$ cat config.mk
export PLATFORM = sky130hd
export DESIGN_NAME = spi_reg_target
export DESIGN_NICKNAME = d
export VERILOG_FILES = /design/src/rtl/spi_reg_target.sv
export SDC_FILE = /design/constraint.sdc
export NUM_CORES = 1
export LEC_CHECK = 0
export ABC_AREA = 0
export CORE_ASPECT_RATIO = 0.75
export CORE_MARGIN = 2
export CORE_UTILIZATION = 28
export CTS_CLUSTER_DIAMETER = 50
export DETAILED_ROUTE_END_ITERATION = 8
export HOLD_SLACK_MARGIN = 0.12
export PLACE_DENSITY_LB_ADDON = 0.2
export SYNTH_ARGS = -nofsm -noshare
export SYNTH_HDL_FRONTEND = slang
export SYNTH_SLANG_ARGS = --single-unit
$ cat constraint.sdc
create_clock -name clk_i -period 3.22 [get_ports clk_i]
set_input_delay 0.644 -clock clk_i [delete_from_list [all_inputs] [get_ports clk_i]]
set_output_delay 0.644 -clock clk_i [all_outputs]
set_load 0.02 [all_outputs]
$ cat src/rtl/spi_reg_target.sv
// spi_reg_target: oversampled SPI mode-0 target bridging host frames onto a 32-bit register bus.
package spi_reg_pkg;
    typedef struct packed {
        logic [31:0] addr;
        logic        write;
        logic [31:0] wdata;
        logic [3:0]  wstrb;
        logic        valid;
    } reg_req_t;
    typedef struct packed {
        logic [31:0] rdata;
        logic        error;
        logic        ready;
    } reg_rsp_t;
endpackage

module spi_reg_target #(
    parameter int unsigned SyncStages = 2,
    parameter logic [31:0] ErrVal     = 32'hBADCAB1E,
    parameter type         reg_req_t  = spi_reg_pkg::reg_req_t,
    parameter type         reg_rsp_t  = spi_reg_pkg::reg_rsp_t
) (
    input  logic     clk_i,
    input  logic     rst_ni,
    input  logic     spi_sck_i,
    input  logic     spi_csb_i,
    input  logic     spi_sd_i,
    output logic     spi_sd_o,
    output logic     spi_sd_en_o,
    output reg_req_t reg_req_o,
    input  reg_rsp_t reg_rsp_i,
    output logic     busy_o,
    output logic     drop_o
);
    localparam logic [2:0] IDLE = 3'd0, CMD = 3'd1, ADDR = 3'd2, WDATA = 3'd3;
    localparam logic [2:0] DUMMY = 3'd4, RDATA = 3'd5, IGNORE = 3'd6;
    logic [SyncStages-1:0] sck_sync_q, csb_sync_q, sd_sync_q;
    logic        sck_prev_q, csb_prev_q, sck_s, csb_s, sd_s;
    logic        sck_rise, sck_fall, csb_rise, csb_fall, byte_done, word_done;
    logic [31:0] shift_in;
    logic [2:0]  state_q, state_d, bit_cnt_q, bit_cnt_d;
    logic [1:0]  byte_cnt_q, byte_cnt_d;
    logic [31:0] shift_q, shift_d, addr_q, addr_d, tx_q, tx_d;
    logic        wmode_q, wmode_d, drop_q, drop_d;
    logic        wbuf_full_q, wbuf_full_d;
    logic [31:0] wbuf_addr_q, wbuf_addr_d, wbuf_data_q, wbuf_data_d;
    logic        rd_want_q, rd_want_d, rd_out_q, rd_out_d, rdat_ok_q, rdat_ok_d, rdat_err_q, rdat_err_d;
    logic [31:0] rd_addr_q, rd_addr_d, rdat_q, rdat_d;
    logic        req_valid_q, req_valid_d, req_write_q, req_write_d;
    logic [31:0] req_addr_q, req_addr_d, req_wdata_q, req_wdata_d;

    assign sck_s     = sck_sync_q[SyncStages-1];
    assign csb_s     = csb_sync_q[SyncStages-1];
    assign sd_s      = sd_sync_q[SyncStages-1];
    assign sck_rise  = sck_s & ~sck_prev_q & ~csb_s;
    assign sck_fall  = ~sck_s & sck_prev_q & ~csb_s;
    assign csb_fall  = csb_prev_q & ~csb_s;
    assign csb_rise  = ~csb_prev_q & csb_s;
    assign shift_in  = {shift_q[30:0], sd_s};
    assign byte_done = sck_rise & (bit_cnt_q == 3'd7);
    assign word_done = byte_done & (byte_cnt_q == 2'd3);

    always_comb begin
        state_d = state_q; bit_cnt_d = bit_cnt_q; byte_cnt_d = byte_cnt_q; shift_d = shift_q;
        addr_d = addr_q; tx_d = tx_q; wmode_d = wmode_q; drop_d = 1'b0;
        wbuf_full_d = wbuf_full_q; wbuf_addr_d = wbuf_addr_q; wbuf_data_d = wbuf_data_q;
        rd_want_d = rd_want_q; rd_out_d = rd_out_q; rd_addr_d = rd_addr_q;
        rdat_ok_d = rdat_ok_q; rdat_err_d = rdat_err_q; rdat_d = rdat_q;
        req_valid_d = req_valid_q; req_write_d = req_write_q;
        req_addr_d = req_addr_q; req_wdata_d = req_wdata_q;
        // Bus side: complete, else issue a buffered write ahead of any pending read
        if (req_valid_q && reg_rsp_i.ready) begin
            req_valid_d = 1'b0;
            if (rd_out_q) begin
                rd_out_d = 1'b0; rdat_ok_d = 1'b1;
                rdat_d = reg_rsp_i.rdata; rdat_err_d = reg_rsp_i.error;
            end
        end else if (!req_valid_q && wbuf_full_q) begin
            req_valid_d = 1'b1; req_write_d = 1'b1; wbuf_full_d = 1'b0;
            req_addr_d = wbuf_addr_q; req_wdata_d = wbuf_data_q;
        end else if (!req_valid_q && rd_want_q) begin
            req_valid_d = 1'b1; req_write_d = 1'b0; rd_want_d = 1'b0; rd_out_d = 1'b1;
            req_addr_d = rd_addr_q; req_wdata_d = '0;
        end
        if (csb_rise) begin
            state_d = IDLE; tx_d = '0; rd_want_d = 1'b0; rd_out_d = 1'b0; rdat_ok_d = 1'b0;
        end else if (csb_fall) begin
            state_d = CMD; bit_cnt_d = '0; byte_cnt_d = '0; shift_d = '0; tx_d = '0;
        end else begin
            if (sck_rise) begin
                shift_d = shift_in;
                bit_cnt_d = bit_cnt_q + 3'd1;
                byte_cnt_d = byte_done ? byte_cnt_q + 2'd1 : byte_cnt_q;
            end
            if (byte_done) begin
                case (state_q)
                    CMD: begin
                        byte_cnt_d = '0;
                        wmode_d = shift_in[7:0] == 8'h02;
                        state_d = (shift_in[7:0] == 8'h02 || shift_in[7:0] == 8'h03) ? ADDR : IGNORE;
                    end
                    ADDR: if (word_done) begin
                        addr_d = shift_in;
                        state_d = wmode_q ? WDATA : DUMMY;
                        rd_want_d = !wmode_q;
                        rd_addr_d = wmode_q ? rd_addr_q : shift_in;
                    end
                    WDATA: if (word_done) begin
                        addr_d = addr_q + 32'd4;
                        drop_d = wbuf_full_d;
                        if (!wbuf_full_d) begin
                            wbuf_full_d = 1'b1; wbuf_addr_d = addr_q; wbuf_data_d = shift_in;
                        end
                    end
                    DUMMY: begin
                        byte_cnt_d = '0;
                        state_d = RDATA;
                    end
                    default: ;
                endcase
            end
            // First fall of a word: load what arrived (or ErrVal) and prefetch the next address
            if (sck_fall && state_q == RDATA) begin
                if (bit_cnt_q == 3'd0 && byte_cnt_q == 2'd0) begin
                    tx_d = (rdat_ok_q && !rdat_err_q) ? rdat_q : ErrVal;
                    rdat_ok_d = 1'b0; rd_out_d = 1'b0; rd_want_d = 1'b1;
                    rd_addr_d = addr_q + 32'd4; addr_d = addr_q + 32'd4;
                end else begin
                    tx_d = {tx_q[30:0], 1'b0};
                end
            end
        end
    end

    always_ff @(posedge clk_i or negedge rst_ni) begin
        if (!rst_ni) begin
            sck_sync_q <= '0; csb_sync_q <= '1; sd_sync_q <= '0;
            sck_prev_q <= 1'b0; csb_prev_q <= 1'b1;
        end else begin
            sck_sync_q <= {sck_sync_q[SyncStages-2:0], spi_sck_i};
            csb_sync_q <= {csb_sync_q[SyncStages-2:0], spi_csb_i};
            sd_sync_q  <= {sd_sync_q[SyncStages-2:0], spi_sd_i};
            sck_prev_q <= sck_s; csb_prev_q <= csb_s;
        end
    end

    always_ff @(posedge clk_i or negedge rst_ni) begin
        if (!rst_ni) begin
            state_q <= IDLE; bit_cnt_q <= '0; byte_cnt_q <= '0; shift_q <= '0;
            addr_q <= '0; tx_q <= '0; wmode_q <= 1'b0; drop_q <= 1'b0;
            wbuf_full_q <= 1'b0; wbuf_addr_q <= '0; wbuf_data_q <= '0;
            rd_want_q <= 1'b0; rd_out_q <= 1'b0; rd_addr_q <= '0;
            rdat_ok_q <= 1'b0; rdat_err_q <= 1'b0; rdat_q <= '0;
            req_valid_q <= 1'b0; req_write_q <= 1'b0; req_addr_q <= '0; req_wdata_q <= '0;
        end else begin
            state_q <= state_d; bit_cnt_q <= bit_cnt_d; byte_cnt_q <= byte_cnt_d; shift_q <= shift_d;
            addr_q <= addr_d; tx_q <= tx_d; wmode_q <= wmode_d; drop_q <= drop_d;
            wbuf_full_q <= wbuf_full_d; wbuf_addr_q <= wbuf_addr_d; wbuf_data_q <= wbuf_data_d;
            rd_want_q <= rd_want_d; rd_out_q <= rd_out_d; rd_addr_q <= rd_addr_d;
            rdat_ok_q <= rdat_ok_d; rdat_err_q <= rdat_err_d; rdat_q <= rdat_d;
            req_valid_q <= req_valid_d; req_write_q <= req_write_d;
            req_addr_q <= req_addr_d; req_wdata_q <= req_wdata_d;
        end
    end

    always_comb begin
        reg_req_o = '0;
        reg_req_o.addr = req_addr_q;
        reg_req_o.write = req_write_q;
        reg_req_o.wdata = req_wdata_q;
        reg_req_o.wstrb = {4{req_valid_q}};
        reg_req_o.valid = req_valid_q;
    end

    assign spi_sd_o    = tx_q[31];
    assign spi_sd_en_o = ~csb_s & (state_q == RDATA);
    assign busy_o      = req_valid_q;
    assign drop_o      = drop_q;
endmodule

# ---- Word level (Yosys, flattened, before mapping)
# Index checks and enable logic that the tools add are counted.
dict set report classes {
  n_mux 77
  n_eq_ne 10
  reduce_logical 26
  n_bitwise 17
  addsub 3
}
# op count
set op_table {}
lappend op_table {{two-way mux 32 bit} 20}
lappend op_table {{one-hot mux 32 bit (2 select lines)} 1}
lappend op_table {{two-way mux 31 bit} 2}
lappend op_table {{two-way mux 1 bit} 40}
lappend op_table {{adder 32 x 3 -> 32 bit, second input constant} 1}
lappend op_table {{two-way mux 3 bit} 8}
lappend op_table {{== test 8 x 2 -> 1 bit, second input constant} 2}
lappend op_table {{two-way mux 2 bit} 5}
lappend op_table {{bitwise AND 1 bit} 9}
lappend op_table {{== test 3 bit, second input constant} 3}
lappend op_table {{one-hot mux 3 bit (3 select lines)} 1}
lappend op_table {{nonzero test 3 bit} 3}
lappend op_table {{inverter 1 bit} 8}
lappend op_table {{AND reduction 2 bit} 4}
lappend op_table {{== test 3 x 2 -> 1 bit, second input constant} 2}
lappend op_table {{logical AND 1 bit} 6}
lappend op_table {{AND reduction 6 bit} 1}
lappend op_table {{nonzero test 5 bit} 1}
lappend op_table {{!= test 4 bit, second input constant} 1}
lappend op_table {{AND reduction 4 bit} 1}
lappend op_table {{nonzero test 2 bit} 2}
lappend op_table {{adder 3 x 1 -> 3 bit, second input constant} 1}
lappend op_table {{== test 3 x 1 -> 1 bit, second input constant} 1}
lappend op_table {{zero test 1 bit} 3}
lappend op_table {{7 further kinds} 7}
dict set report totals {
  in_bits 39
  out_inout_bits 74
  register_bits 312
  elab_cells 159
}

# ---- Longest topological paths before layout
# Gate-level depths: netlist of the first run.
dict set report logic_depth {
  word_depth 12
  ltp_mapped 10
  ltp_nobuf 7
}

# ---- Least setup slack after synthesis of the first run
# No wires, ideal clock.
dict set report synth_timing {
  kind {register to register}
  from {register csb_sync_q[1]}
  to {register wbuf_addr_q[0]}
  required_time_ns 3.095
  path_buffers 2
  setup_slack_ns 0.794
  stages_incl_launch_ff 9
  setup_time_ns 0.125
  period_less_slack_ns 2.426
  arrival_time_ns 2.301
  path_cell_list {dfstp_2 > inv_1 > ha_1 > clkbuf_1 > nor2_1 > nand4_1 > a21oi_2 > buf_2 > mux2_2}
}
dict set report synth_via {
  elab_chain_cells 5
  word_cells_on_any_way 9
  cone_classes {bitwise (8); reduce/logical (1)}
}
# element line_no
set synth_rtl {}
lappend synth_rtl {{from (decl)} 37} ;# logic [SyncStages-1:0] sck_sync_q, csb_sync_q, sd_sync_q;
lappend synth_rtl {{from (signal assigned)} 141} ;# csb_sync_q <= {csb_sync_q[SyncStages-2:0], spi_csb_i};
lappend synth_rtl {{inverter 1 bit} {55, 57}}
lappend synth_rtl {{bitwise AND 1 bit} 55} ;# assign sck_rise = sck_s & ~sck_prev_q & ~csb_s;
lappend synth_rtl {{bitwise AND 1 bit} 60} ;# assign byte_done = sck_rise & (bit_cnt_q == 3'd7);
lappend synth_rtl {{bitwise AND 1 bit} 61} ;# assign word_done = byte_done & (byte_cnt_q == 2'd3);
lappend synth_rtl {{AND reduction 6 bit (no source line) *} -}
lappend synth_rtl {{to (signal assigned)} 158} ;# wbuf_full_q <= wbuf_full_d; wbuf_addr_q <= wbuf_addr_d; wbuf_data_q <= wbuf_data_d;
lappend synth_rtl {{to (decl)} 46} ;# logic [31:0] wbuf_addr_q, wbuf_addr_d, wbuf_data_q, wbuf_data_d;
# Mark *: on every way between the ends. The rest lies on a longest branch, timed or not.
# A chain may end at the register's enable or synchronous reset.

# ---- Worst setup path in the final report of the first run
dict set report layout_timing {
  from {register state_q[1]}
  to {output port spi_sd_en_o}
}
dict set report layout_via {
  elab_chain_cells 2
}
# element line_no
set layout_rtl {}
lappend layout_rtl {{from (decl)} 41} ;# logic [2:0] state_q, state_d, bit_cnt_q, bit_cnt_d;
lappend layout_rtl {{from (signal assigned)} 156} ;# state_q <= state_d; bit_cnt_q <= bit_cnt_d; byte_cnt_q <= byte_cnt_d; shift_q <= shift_d;
lappend layout_rtl {{== test 3 bit} 176} ;# assign spi_sd_en_o = ~csb_s & (state_q == RDATA);
lappend layout_rtl {{bitwise AND 1 bit} 176}
lappend layout_rtl {{to (decl)} 29} ;# output logic spi_sd_en_o,
# No other way between the ends.

==> results.tsv, run 1 <==
metric	value	unit
Fin. Hold Viols	0	
I/O Buffers	112	
clock share of power	36.8	%
Synth Register Bits	312	
Top delay family on crit path	buffers and inverters	
Finished Cell Area	17800	sq um
Initial Util	28.2	%
Routed Wire Length	43800	um
async set-reset flop share out of synthesis	100	%
reg2reg end	rd_addr_q[19]	
CP max-delay cell	clkdlybuf4s50_1	
Avg Inst Size Synth	10.7	sq um
worst r2r path cells	7	
Buf/Inv on CP	2	
CTS tree	done	
Remaining Overflow, GRT	0	
Iteration-0 DRC Markers	963	
vias in the first global route	11400	
share of cells above drive strength 1	16.9	%
xor/xnor share of the synthesized area	1.39	%
mux share of post-synthesis cell area	7.88	%
routed vias	11200	
Critical Path Fanout Max	13	
antenna diode count	0	
initial antenna violation count	0	
critical path type	register to primary output	
crit start category	register	
Worst EP arrival	2.36	ns
Clock Skew	0.0257	ns
switching pwr	0.00386	W
sw frac	31.5	%
Avg WL per Cell	20.6	um
RSZ-0062 raised after global routing	false	
pwr dens	688	nW/um^2
GPL Wtd Cong	0.868	
synth unique cells	74	
clock root buffer master	clkbuf_16	
Die Area	53500	sq um
post-route setup TNS	0	ns
clk slew on worst S/H paths	0.06	ns
Final min period	3.00	ns
DP Wirelength	28800	um
max-cap violation count	0	
setup bufs post-CTS	0	
Final period util	93.1	%
Synth Cell Area	14500	sq um
nets	1480	
Worst path max stage delay	0.67	ns
gate count of the mapped netlist	1346	
Max-Slew Margin vs Limit	28.7	%
Num CTS Buffers	40	
Synth Area in Adders	0.692	%
post-placement setup slack	0.502	ns
IO Count	113	
crit end category	primary output	
DP Area	16500	sq um
sequential share of power	42.9	%
worst r2r src	bit_cnt_q[0]	
Die W	266	um
row count	72	
H-tree level count	2	
EDFF count, synth	0	
Compound-Gate Fraction of Synth Area	19.2	%
Final Power	0.0123	W
max-slew violation count	0	
Worst R2R Setup Slack	0.36	ns
critical path data required time	2.58	ns
Vias/cell	5.27	
Max Freq	333	MHz
largest net degree at the start of global routing	87	
sequential area share after synthesis	54.0	%
Most used DFF post-synth	dfrtp_1	
GRT Overall Usage	16.7	%
DRC	0	
largest family of logic cells by synthesized area	compound AO/OA/AOI/OAI gates	
clk_lat worst skew	0.56	ns
Hold Crit Class	primary input to asynchronous set/reset pin	
cell internal pwr	0.00840	W
Final ANT Viol Nets	0	
simple-gate share of the synthesized area	12.7	%
Synth Net Count	1393	
crit path cell chain	nand4bb_1 -> inv_1 -> clkdlybuf4s50_1	
post_cts resized	0	
Worst Tran Pin Value	1.06	ns
Final setup viols	0	
Syn. warnings	0	
worst hold slack	0.143	ns
leakage	7.81	nW
clock buffer depth	3	
Die Y	201	um
core area	51300	sq um
# hold bufs at CTS	0	
Comb pwr share	20.3	%
1st-pass router iterations	5	
Max VDD drop	0.000262	V
Layout area overhead	23.2	%
global-route wire length before repair	70100	um
Sink Count	312	
status	completed	
Final WS setup	0.221	ns
-- how the worst max path moves through the flow --
stage	endpoint	slack [ns]	depth (start not counted)	startpoint
2_1_floorplan	wbuf_addr_q[0]	0.79	8	csb_sync_q[1]
3_3_place_gp	addr_q[30]	0.56	7	state_q[1]
3_5_place_dp	rd_addr_q[29]	0.50	7	bit_cnt_q[0]
4_1_cts	spi_sd_en_o	0.19	3	state_q[1]
5_1_grt	spi_sd_en_o	0.14	3	state_q[1]
6_report	spi_sd_en_o	0.22	3	state_q[1]
-- cells by family after synthesis --
kind of cell               count (synthesis)
and+or+nand+nor                          340
muxes                                    101
adders and majority gates                  8
AOI/OAI and AO/OA                        418
buffers and inverters                    144
DFF                                      312
xor gates and xnor gates                  23
-- synthesized netlist by cell type (4+ instances only) --
library cell	instances	area [sq um]
inv_1	25	93.8
and4_1	4	35.0
nor2b_1	38	238
xnor2_1	17	149
ha_1	8	100
nor4_1	13	81.3
and3_1	10	62.6
nand2b_1	10	62.6
o21ai_0	78	390
a22o_1	81	709
o31ai_1	7	52.6
o21bai_1	4	30.0
nand3_1	35	175
dfrtp_1	309	7730
o22ai_1	25	156
buf_4	7	52.6
buf_2	19	95.1
o41ai_1	21	184
o21a_1	5	37.5
or4_1	9	67.6
xor2_1	6	52.6
nand2_1	65	244
a211oi_1	6	45.0
nand4_1	16	100
nor2_1	76	285
mux2_2	99	1110
buf_1	4	15.0
a22oi_1	43	323
a21oi_1	117	586
clkbuf_1	88	330
nor3_1	31	155
-- placed cells by master, fill, tap and decap left out, types with 4 or more instances in the layout --
| cell | n |
|---|---|
| nor2b_1 | 37 |
| clkinv_2 | 7 |
| a22oi_1 | 43 |
| buf_12 | 10 |
| o31ai_1 | 7 |
| mux2_2 | 99 |
| nor2_1 | 75 |
| a21oi_1 | 116 |
| xnor2_1 | 17 |
| and3_1 | 10 |
| o21a_1 | 5 |
| or4_1 | 9 |
| clkbuf_8 | 4 |
| clkbuf_1 | 6 |
| nand4_1 | 16 |
| and4_1 | 4 |
| inv_1 | 25 |
| nand2_1 | 65 |
| a211oi_1 | 6 |
| nand3_1 | 35 |
| o41ai_1 | 21 |
| clkbuf_16 | 40 |
| o21ai_0 | 78 |
| clkinv_4 | 4 |
| nand2b_1 | 10 |
| nor3_2 | 4 |
| a22o_1 | 81 |
| inv_6 | 4 |
| xor2_1 | 6 |
| nor4_1 | 12 |
| buf_4 | 42 |
| nor3_1 | 29 |
| clkdlybuf4s50_1 | 111 |
| ha_1 | 8 |
| dfrtp_1 | 308 |
| bufinv_16 | 4 |
| o22ai_1 | 25 |
-- worst register-to-register path, cell delays in order, from the launching register on --
cell	delay, ns
dfrtp_1	0.37
ha_1	0.15
ha_1	0.15
or4bb_1	0.66
nor4_1	0.52
a21oi_1	0.46
a22oi_1	0.29
o21ai_0	0.11
-- flip-flops by register name, indices dropped and copies added, names as in the netlist, 2 cells and up --
| signal | cells |
|---|---|
| addr_q | 32 |
| bit_cnt_q | 3 |
| byte_cnt_q | 2 |
| csb_sync_q | 2 |
| rd_addr_q | 32 |
| rdat_q | 32 |
| req_addr_q | 32 |
| req_wdata_q | 32 |
| sck_sync_q | 2 |
| sd_sync_q | 2 |
| shift_q | 31 |
| state_q | 3 |
| tx_q | 32 |
| wbuf_addr_q | 32 |
| wbuf_data_q | 32 |
-- area by class of cell --
| cell class | instances | area (sq um) |
|---|---|---|
| fillers | 5132 | 33400 |
| flip-flops and latches | 312 | 7810 |
| multi-input cells | 890 | 6110 |
| repair buffers | 164 | 1640 |
| clock buffers | 50 | 1080 |
| well taps | 666 | 833 |
| clock inverters | 21 | 249 |
| inverters | 25 | 93.8 |
-- power by group through the flow --
stage	clock [W]	sequential, W	combinational (W)
2_1_floorplan	0	0.00515	0.00158
3_3_place_gp	0	0.00531	0.00246
3_5_place_dp	0	0.00532	0.00250
4_1_cts	0.00465	0.00525	0.00251
5_1_grt	0.00481	0.00536	0.00276
6_report	0.00451	0.00526	0.00249
-- metrics by stage --
step	instances	utilization, %
after floorplan	1346	-
after global placement	2057	32.2
after detailed placement	2057	32.2
after CTS	2128	34.8
after global routing	2128	34.8
final	2128	34.8
-- layer usage --
| metal | wire length, um | GRT usage [%] | vias up | share of wire, % |
|---|---|---|---|---|
| met5 | 0 | 0 | - | 0 |
| li1 | - | - | 5134 | - |
| met4 | 853 | 4.96 | 0 | 1.9 |
| met3 | 2490 | 2.85 | 54 | 5.7 |
| met2 | 18900 | 24.3 | 320 | 43 |
| met1 | 21500 | 25.3 | 5700 | 49 |
Power figures use the tool's default switching activity.
==> run 2, diff against run 1 <==
--- a/config.mk
+++ b/config.mk
@@ -9,7 +9,6 @@
 export CORE_ASPECT_RATIO = 0.75
 export CORE_MARGIN = 2
 export CORE_UTILIZATION = 28
-export CTS_CLUSTER_DIAMETER = 50
 export DETAILED_ROUTE_END_ITERATION = 8
 export HOLD_SLACK_MARGIN = 0.12
 export PLACE_DENSITY_LB_ADDON = 0.2
==> run 2 against run 1 <==
Effect of this change:
- combinational power barely moved
- first-iteration DRC count increased by 1.2%
- final area down 0.44%
- non-clock buffer count stayed put
- clock skew grew 0.0054 ns
- clock power down 4.9%
- core utilization decreased by 0.15 points
- global-route usage about the same
- sequential power about the same
- sequential share of layout area grew 0.19 points
- maximum frequency shrank 0.57%
==> results.tsv, run 2 (synthesis gave the netlist of run 1 again) <==
metric	value	unit
status	completed	
Iteration-0 DRC Markers	975	
# hold bufs at CTS	0	
Die Y	201	um
clk_lat worst skew	0.56	ns
Final period util	93.7	%
largest net degree at the start of global routing	87	
Die Area	53500	sq um
Top delay family on crit path	buffers and inverters	
GPL Wtd Cong	0.868	
routed vias	11200	
DRC	0	
crit path cell chain	nand4bb_1 -> inv_1 -> clkdlybuf4s50_1	
Remaining Overflow, GRT	0	
pwr dens	678	nW/um^2
GRT Overall Usage	16.7	%
Critical Path Fanout Max	13	
initial antenna violation count	0	
post-route setup TNS	0	ns
# fillers	5130	
Vias/cell	5.30	
Max Freq	332	MHz
CP max-delay cell	clkdlybuf4s50_1	
Final setup viols	0	
worst r2r src	bit_cnt_q[0]	
Final ANT Viol Nets	0	
Layout area overhead	22.7	%
IO Count	113	
I/O Buffers	112	
H-tree level count	2	
Num CTS Buffers	36	
commonest non-fill, non-tap cell in the layout	dfrtp_1	
post_cts resized	0	
clock root buffer master	clkbuf_16	
setup bufs post-CTS	0	
critical path data required time	2.58	ns
antenna diode count	0	
Routed Wire Length	43800	um
max-cap violation count	0	
share of cells above drive strength 1	16.7	%
clock buffer depth	3	
Worst Tran Pin Value	1.14	ns
Buf/Inv on CP	2	
core area	51300	sq um
crit end category	primary output	
critical path type	register to primary output	
Clock Skew	0.0311	ns
most frequent cells in the layout	dfrtp_1, a21oi_1, clkdlybuf4s50_1	
Max VDD drop	0.000278	V
global-route wire length before repair	70000	um
Critical Path Start	state_q[1]	
1st-pass router iterations	7	
Final min period	3.02	ns
row count	72	
Initial Util	28.2	%
crit start category	register	
worst hold slack	0.150	ns
Avg WL per Cell	20.6	um
max-slew violation count	0	
Worst EP arrival	2.37	ns
Final Power	0.0120	W
Worst path max stage delay	0.68	ns
Die W	266	um
vias in the first global route	11400	
RSZ-0062 raised after global routing	false	
Fin. Hold Viols	0	
Hold Crit Class	primary input to asynchronous set/reset pin	
Max-Slew Margin vs Limit	23.5	%
clk slew on worst S/H paths	0.07	ns
nets	1476	
DP Wirelength	28800	um
Sink Count	312	
CTS tree	done	
leakage	7.77	nW
run 2: final cells by class:
class                      instances  area [sq um]  share of cell area (%)
timing repair buffer             164          1640                    9.25
inverter                          25          93.8                   0.529
clock inverter                    12           133                   0.748
sequential                       312          7810                    44.0
clock buffer                      53          1120                    6.30
multi-input combinational        890          6110                    34.4
tap                              666           833                    4.70
run 2: path summary, 6_finish.rpt:
kind / end / slack [ns] / depth (start not counted)
hold / removal: rdat_q[4] / 0.15 / 1
hold reg to reg: sck_sync_q[1] / 0.35 / 0
min in group clk_i: sck_sync_q[1] / 0.35 / 0
setup / recovery: spi_sd_en_o / 0.20 / 3
setup reg to reg: rd_addr_q[29] / 0.40 / 7
max in group asynchronous: addr_q[1] / 2.27 / 2
run 2: power breakdown:
group          internal (W)  switching (W)
registers           0.00459       0.000658
clock network       0.00257        0.00171
logic               0.00108        0.00141
total               0.00825        0.00378
run 2: worst reg2reg max path, delay by kind of cell, from the launching register on:
family,cells,cell delay (ns)
flip-flops,1,0.37
AO/OA/AOI/OAI,3,0.85
adder cells (fa/ha/maj),2,0.30
AND/OR/NAND/NOR,2,1.17
run 2: stage by stage:
stage / instance area, sq um / utilization (%) / setup WS [ns] / std cells
global route: 17700 / 34.6 / 0.118 / 2122
floorplan: 14500 / - / 0.794 / 1346
finish: 17700 / 34.6 / 0.203 / 2122
detailed placement: 16500 / 32.2 / 0.502 / 2057
CTS: 17700 / 34.6 / 0.176 / 2122
global placement: 16500 / 32.2 / 0.561 / 2057
run 2: metal layers:
metal,wire [um],global-route usage (%),part of all wire [%],vias to the layer above
met5,0,0,0,-
met4,902,4.74,2.1,0
met3,2700,3.07,6.2,64
met2,18800,24.2,43,311
met1,21400,25.2,49,5749
li1,-,-,-,5121
==> run 3, diff against run 2 <==
--- a/config.mk
+++ b/config.mk
@@ -6,6 +6,8 @@
 export NUM_CORES = 1
 export LEC_CHECK = 0
 export ABC_AREA = 0
+export CELL_PAD_IN_SITES_DETAIL_PLACEMENT = 0
+export CELL_PAD_IN_SITES_GLOBAL_PLACEMENT = 1
 export CORE_ASPECT_RATIO = 0.75
 export CORE_MARGIN = 2
 export CORE_UTILIZATION = 28
==> run 3 against run 2 <==
Effect of this change:
- clock power about the same
- die area is the same
- sequential power is essentially flat
- clock skew is 0.0018 ns lower
- routed wire length rose by 2.6%
- total power barely moved
- largest cell class unchanged
==> results.tsv, run 3 (synthesis gave the netlist of run 1 again) <==
metric	value	unit
nets	1476	
Iteration-0 DRC Markers	783	
routed vias	11100	
Avg WL per Cell	21.2	um
clock buffer depth	3	
Routed Wire Length	44900	um
Final min period	2.95	ns
# fillers	5049	
IO Count	113	
worst r2r src	bit_cnt_q[1]	
Vias/cell	5.26	
row count	72	
Final WS setup	0.267	ns
Clock Skew	0.0292	ns
core area	51300	sq um
share of cells above drive strength 1	16.3	%
Critical Path Fanout Max	13	
Initial Util	28.2	%
clk_lat worst skew	0.54	ns
vias in the first global route	11300	
RSZ-0062 raised after global routing	false	
crit end category	primary output	
DRC	0	
GPL Wtd Cong	0.819	
Max VDD drop	0.000307	V
Max Freq	339	MHz
leakage	7.74	nW
I/O Buffers	112	
GRT Overall Usage	16.9	%
clock root buffer master	clkbuf_16	
Layout area overhead	22.2	%
status	completed	
Final ANT Viol Nets	0	
CTS tree	done	
H-tree level count	2	
global-route wire length before repair	70400	um
Die W	266	um
Die Y	201	um
Sink Count	312	
largest net degree at the start of global routing	73	
Hold Crit Class	primary input to asynchronous set/reset pin	
setup bufs post-CTS	0	
initial antenna violation count	0	
Worst EP arrival	2.31	ns
antenna diode count	0	
post-route setup TNS	0	ns
clk slew on worst S/H paths	0.06	ns
Critical Path Start	state_q[1]	
post_cts resized	0	
Finished Core Util	34.5	%
1st-pass router iterations	5	
post-placement setup slack	0.490	ns
Final period util	91.7	%
crit start category	register	
commonest non-fill, non-tap cell in the layout	dfrtp_1	
max-slew violation count	0	
pwr dens	680	nW/um^2
multi-input logic area	6110	sq um
Worst Tran Pin Value	1.06	ns
Final setup viols	0	
Max-Slew Margin vs Limit	28.7	%
Die Area	53500	sq um
# hold bufs at CTS	0	
critical path type	register to primary output	
critical path data required time	2.58	ns
max-cap violation count	0	
Fin. Hold Viols	0	
worst r2r path cells	7	
DP Wirelength	28900	um
register area	7810	sq um
Remaining Overflow, GRT	0	
most frequent cells in the layout	dfrtp_1, a21oi_1, clkdlybuf4s50_1	
Num CTS Buffers	36	
run 3: metal layers:
metal / track usage, % / share of wire (%)
met4: 4.29 / 2.0
met1: 25.1 / 50
met3: 3.07 / 5.0
met5: 0 / 0
met2: 25.1 / 43
run 3: layout make-up:
| type | count | share of cell area [%] |
|---|---|---|
| flip-flops and latches | 312 | 44.2 |
| multi-input cells | 890 | 34.6 |
| repair buffers | 164 | 9.15 |
| clock buffers | 48 | 5.82 |
| well taps | 666 | 4.72 |
| clock inverters | 12 | 1.01 |
| inverters | 25 | 0.531 |
run 3: power breakdown:
part	internal (W)	switching [W]
Combinational	0.00109	0.00140
Sequential	0.00459	0.000676
Clock	0.00256	0.00170
Total	0.00824	0.00378
run 3: worst max-delay path, stage by stage (launching register included):
cell and delay, ns:
dfrtp_1 0.51, nand4bb_1 0.35, inv_1 0.23, clkdlybuf4s50_1 0.68
run 3: worst paths after layout:
check	to	slack [ns]
hold / removal	shift_q[20]	0.12
min in group clk_i	sd_sync_q[1]	0.35
setup / recovery	spi_sd_en_o	0.27
max in group asynchronous	csb_sync_q[1]	2.29
setup reg to reg	rd_addr_q[19]	0.38
hold reg to reg	sd_sync_q[1]	0.35
run 3: through the flow:
stage / instances / hold WS (ns) / area (sq um) / power, W
2_1_floorplan: 1346 / 0.331 / 14500 / 0.00672
3_3_place_gp: 2057 / 0.335 / 16500 / 0.00781
3_5_place_dp: 2057 / 0.340 / 16500 / 0.00784
4_1_cts: 2117 / 0.122 / 17700 / 0.0122
5_1_grt: 2117 / 0.153 / 17700 / 0.0127
6_report: 2117 / 0.120 / 17700 / 0.0120
